**src/rtl/sweep_location_filter.sv**
```systemverilog
// Servo sweep front-end: averages range samples per angle, rejects bad angles,
// and publishes the nearest valid return as a {angle, range} location word.
module sweep_location_filter #(
  parameter int          NUM_ANGLES        = 12,
  parameter int          SAMPLES_PER_ANGLE = 4,
  parameter int          SAMPLES_LOG2      = 2,
  parameter logic [7:0]  MIN_DIST          = 8'd2,
  parameter logic [7:0]  MAX_DIST          = 8'd200,
  parameter logic [23:0] TIMEOUT_CYCLES    = 24'd6_500_000
) (
  input  logic        vclock,
  input  logic        reset,
  input  logic        start,
  input  logic        sample_valid,
  input  logic [7:0]  sample_distance,
  input  logic [3:0]  sample_angle,
  output logic [3:0]  servo_angle,
  output logic        busy,
  output logic [11:0] location,
  output logic        new_data,
  output logic        no_target
);

  typedef enum logic [1:0] {IDLE, ACCUM, EVAL, PUBLISH} state_t;

  localparam int              SUM_W      = 8 + SAMPLES_LOG2;
  localparam int              CNT_W      = SAMPLES_LOG2 + 1;
  localparam logic [CNT_W-1:0] CNT_FULL  = CNT_W'(SAMPLES_PER_ANGLE);
  localparam logic [3:0]      LAST_ANGLE = 4'(NUM_ANGLES - 1);

  state_t           state, state_n;
  logic [SUM_W-1:0] sum, sum_n;
  logic [CNT_W-1:0] count, count_n, count_inc;
  logic             angle_ok, angle_ok_n;
  logic [23:0]      timer, timer_n;
  logic [7:0]       best_r, best_r_n;
  logic [3:0]       best_angle, best_angle_n;
  logic             best_valid, best_valid_n;
  logic [3:0]       servo_angle_n;
  logic [11:0]      location_n;
  logic             new_data_n;
  logic             no_target_n;
  logic             accept;
  logic             in_range;
  logic [7:0]       avg;

  assign busy      = (state != IDLE);
  assign accept    = (state == ACCUM) && sample_valid && (sample_angle == servo_angle);
  assign in_range  = (sample_distance >= MIN_DIST) && (sample_distance <= MAX_DIST);
  assign avg       = sum[SUM_W-1:SAMPLES_LOG2];
  assign count_inc = count + 1'b1;

  always_ff @(posedge vclock) begin
    if (reset) begin
      state       <= IDLE;
      sum         <= '0;
      count       <= '0;
      angle_ok    <= 1'b0;
      timer       <= '0;
      best_r      <= '0;
      best_angle  <= '0;
      best_valid  <= 1'b0;
      servo_angle <= '0;
      location    <= '0;
      new_data    <= 1'b0;
      no_target   <= 1'b0;
    end else begin
      state       <= state_n;
      sum         <= sum_n;
      count       <= count_n;
      angle_ok    <= angle_ok_n;
      timer       <= timer_n;
      best_r      <= best_r_n;
      best_angle  <= best_angle_n;
      best_valid  <= best_valid_n;
      servo_angle <= servo_angle_n;
      location    <= location_n;
      new_data    <= new_data_n;
      no_target   <= no_target_n;
    end
  end

  always_comb begin
    state_n       = state;
    sum_n         = sum;
    count_n       = count;
    angle_ok_n    = angle_ok;
    timer_n       = timer;
    best_r_n      = best_r;
    best_angle_n  = best_angle;
    best_valid_n  = best_valid;
    servo_angle_n = servo_angle;
    location_n    = location;
    new_data_n    = 1'b0;
    no_target_n   = no_target;

    case (state)
      IDLE: begin
        if (start) begin
          state_n       = ACCUM;
          servo_angle_n = '0;
          sum_n         = '0;
          count_n       = '0;
          angle_ok_n    = 1'b1;
          timer_n       = '0;
          best_r_n      = 8'hFF;
          best_angle_n  = '0;
          best_valid_n  = 1'b0;
          no_target_n   = 1'b0;
        end
      end
      ACCUM: begin
        if (accept) begin
          count_n = count_inc;
          timer_n = '0;
          if (in_range) sum_n = sum + SUM_W'(sample_distance);
          else          angle_ok_n = 1'b0;
          if (count_inc == CNT_FULL) state_n = EVAL;
        end else if (timer == TIMEOUT_CYCLES - 24'd1) begin
          angle_ok_n = 1'b0;
          state_n    = EVAL;
        end else begin
          timer_n = timer + 24'd1;
        end
      end
      EVAL: begin
        // Strict compare so an equal average at a later angle never displaces the earlier one
        if (angle_ok && (avg < best_r)) begin
          best_r_n     = avg;
          best_angle_n = servo_angle;
          best_valid_n = 1'b1;
        end
        if (servo_angle == LAST_ANGLE) begin
          state_n = PUBLISH;
          if (best_valid_n) begin
            location_n = {best_angle_n, best_r_n};
            new_data_n = 1'b1;
          end else begin
            no_target_n = 1'b1;
          end
        end else begin
          servo_angle_n = servo_angle + 4'd1;
          sum_n         = '0;
          count_n       = '0;
          timer_n       = '0;
          angle_ok_n    = 1'b1;
          state_n       = ACCUM;
        end
      end
      PUBLISH: state_n = IDLE;
      default: state_n = IDLE;
    endcase
  end

endmodule

```
**config.mk**
```make
export PLATFORM = sky130hd
export DESIGN_NAME = sweep_location_filter
export DESIGN_NICKNAME = d
export VERILOG_FILES = /design/src/rtl/sweep_location_filter.sv
export SDC_FILE = /design/constraint.sdc
export NUM_CORES = 1
export LEC_CHECK = 0
export ABC_AREA = 1
export CAP_MARGIN = 20
export CORE_MARGIN = 2
export CORE_UTILIZATION = 40
export CTS_CLUSTER_SIZE = 28
export DETAILED_ROUTE_END_ITERATION = 8
export PLACE_DENSITY = 0.64
export SKIP_CTS_REPAIR_TIMING = 1
export SLEW_MARGIN = 30
export SYNTH_ARGS = -nofsm -noshare
export SYNTH_HDL_FRONTEND = slang
export SYNTH_SLANG_ARGS = --single-unit
```
**constraint.sdc**
```tcl
create_clock -name vclock -period 4.8 [get_ports vclock]
set_clock_uncertainty 0.05 [all_clocks]
set_input_delay 0.96 -clock vclock [delete_from_list [all_inputs] [get_ports vclock]]
set_output_delay 0.96 -clock vclock [all_outputs]
set_load 0.01 [all_outputs]
```
==> impl_results.md <==
* Total congestion overflow at 0
* # DRC at 0
* Fin crit share at around three fifths
* Total power draw at 0.00160 W
* CTS tree: yes
* Worst EP required at just under 5 ns
* Die footprint at between 10,000 and 15,000 µm²
* Max-Cap Viols at 0
* Worst relative slew slack at between 50% and 60%
* Nets at 807
* Leakage at about 2.2 nW
* Largest cells by area after synthesis: dfxtp_1 31%, nand2_1 19%, nor2_1 8.2%, nand3_1 7.6%, inv_1 7.0%
* RSZ-0062 raised after global routing: no
* Overall routed net length at roughly 12,000 µm
* Hold_sp: best_angle[1]
* DIE HEIGHT at 112 µm
* Post-Syn Area at between 4000 and 5000 µm²
* Starting DRT DRC Count at approximately 260
* Slew Viols, Final at 0
* H-tree Lvls at 3
* WL/cell at ~13 µm
* Initial antenna violation count at 0
* Outcome: completed
* Area grow syn2layout at 15.2%
* I/O pin cnt at 35
* Drt via density at between 5 and 6
* CTS Buffer Depth at 2
* Drt pass-1 iters at 6
* WP data arrival at 2.99 ns
* Die Width at between 100 and 150 µm
* Placer's final routability congestion estimate at between 0.8 and 0.9
* Area leader, netlist: dfxtp_1
* Crit Reg-Reg Startpoint: best_r[7]
* Cells after synthesis at roughly 740
* Peak VDD IR at between 200 and 250 µV
* Final setup TNS at 0 ns
* Sequential fraction of the synthesis area at between 30% and 40%
* Clock latency on the worst-skew pair at between 0.3 and 0.4 ns
* Setup crit end kind: flop
* Critical Path Source Type: primary input
* Hold Crit Class: flop to flop
* IO Port Bufs at 34
* Pwr dens at between 200 and 300 nW/µm²
* Largest net degree at the start of global routing at 43
* Share of the synthesized area in the top cell type at between 30% and 40%
* Tightest Pin Transition at between 0.7 and 0.8 ns
* DP HPWL at around 8400 µm
* Gr usage total at roughly a fifth
* Final Hold Fails at 0
* CTS Buf Count at 9
* Syn_nets at 780
* Initial Util at between 40% and 50%
* Synth Warn # at 0
* Core box area at 11,400 µm²
* Sink Count at about 70
* Clock slew at reported path FFs at around 0.060 ns
* Worst-path maximum fanout at 4
* Fmax at about 350 MHz
* Row count at 39
* ANT cells at 0
* # setup viols final at 0
* Mean area per synthesized cell at between 6 and 7 µm²
* Clock root buffer master: clkbuf_16
* Final min period at roughly 2.8 ns
* Share of cells above drive strength 1 at under 10%
* Yosys reg bits at 71
* Post-route ant nets at 0
* Kind of critical path: primary input to flop
* Crit path from: sample_distance[0]
* Vias at around 4,600
* Vias in the first global route at around 4,200
* Synth cell types at 40
* First-pass GRT wire length at between 15,000 and 20,000 µm
-- critical path: stages --
cell and delay [ns]:
clkdlybuf4s50_1 0.48, ha_1 0.22, inv_1 0.07, fa_1 0.39
o21ai_0 0.36, nand2_1 0.13, nand2_1 0.09, nand2_1 0.05
nand2_1 0.06, nor2_1 0.04, nand2_1 0.08, a21oi_1 0.06
-- per-layer routing --
| metal | up-vias | share of wire [%] | track usage, % |
|---|---|---|---|
| met5 | - | 0 | 0 |
| met4 | 0 | 1.6 | 6.34 |
| met3 | 18 | 4.1 | 4.30 |
| met2 | 86 | 46 | 31.2 |
| met1 | 2098 | 48 | 24.7 |
| li1 | 2418 | - | - |
-- layout make-up --
type	instances	area, µm²
fill	1163	6040
multi-input combinational	555	2720
sequential	71	1420
inverter	99	377
timing repair buffer	35	343
clock buffer	10	239
tap	143	179
clock inverter	6	45.0
-- cell families after synthesis --
family                     share of synthesized area (%)
DFF                                                 30.7
adders and majority gates                           5.57
AOI/OAI and AO/OA                                   9.31
xor gates and xnor gates                            1.52
and+or+nand+nor                                     42.5
buffers and inverters                               10.4
-- layout by cell type (no fill, tap or decap), drive strengths merged --
cell,n
nand2,245
nor2,103
inv,98
nand3,73
dfxtp,71
a21oi,48
clkdlybuf4s50,33
ha,19
nand4,16
o21ai,15
clkbuf,10
nor3,9
xnor2,5
nand3b,4
clkinv,4
xor2,3
clkinvlp,3
o21bai,2
and2,2
a21boi,2
buf,2
and3,1
a21o,1
a22oi,1
nor2b,1
or2,1
o32ai,1
a211oi,1
o2111ai,1
fa,1
-- metrics by stage --
stage               utilization (%)  area [µm²]  cells  setup WS, ns  hold WS, ns
floorplan                         -        4620    744          2.33        0.395
detailed placement             44.4        5040    903          1.64        0.405
finish                         46.9        5330    919          1.96        0.416
global route                   46.9        5330    919          1.80        0.443
CTS                            46.9        5330    919          1.99        0.415
global placement               44.4        5040    903          1.67        0.402
-- power breakdown --
group          internal [W]  switching (W)  leakage [nW]
Clock              0.000365       0.000272         0.131
Combinational      0.000104       0.000224          1.54
Sequential         0.000615      0.0000174         0.576
Total               0.00108       0.000513          2.25
-- cell usage after synthesis (all sizes together) --
cell     instances
and3             1
a211oi           1
nor2b            1
o2111ai          1
ha              19
nor3             9
a21oi           48
a22oi            1
clkinv           2
or2              1
o21ai           15
xnor2            5
and2             2
buf             11
fa               1
o32ai            1
nor2           103
nand3           73
nand3b           4
nand4           16
nand2          245
a21boi           2
o21bai           2
inv             97
clkbuf           8
a21o             1
xor2             3
dfxtp           71
-- final timing paths --
kind / depth (start not counted) / end / slack, ns
max: 12 / sum[8] / 1.96
min: 2 / best_angle[1] / 0.42
max reg2reg: 11 / location[5] / 2.14
min reg2reg: 2 / best_angle[1] / 0.42
-- state kept, by name, indices dropped and copies added, names as in the netlist --
register,flops
new_data,1
servo_angle,4
no_target,1
count,3
sum,10
angle_ok,1
timer,24
location,12
best_angle,4
best_valid,1
state,2
best_r,8
(Power assumes the default switching activity.)
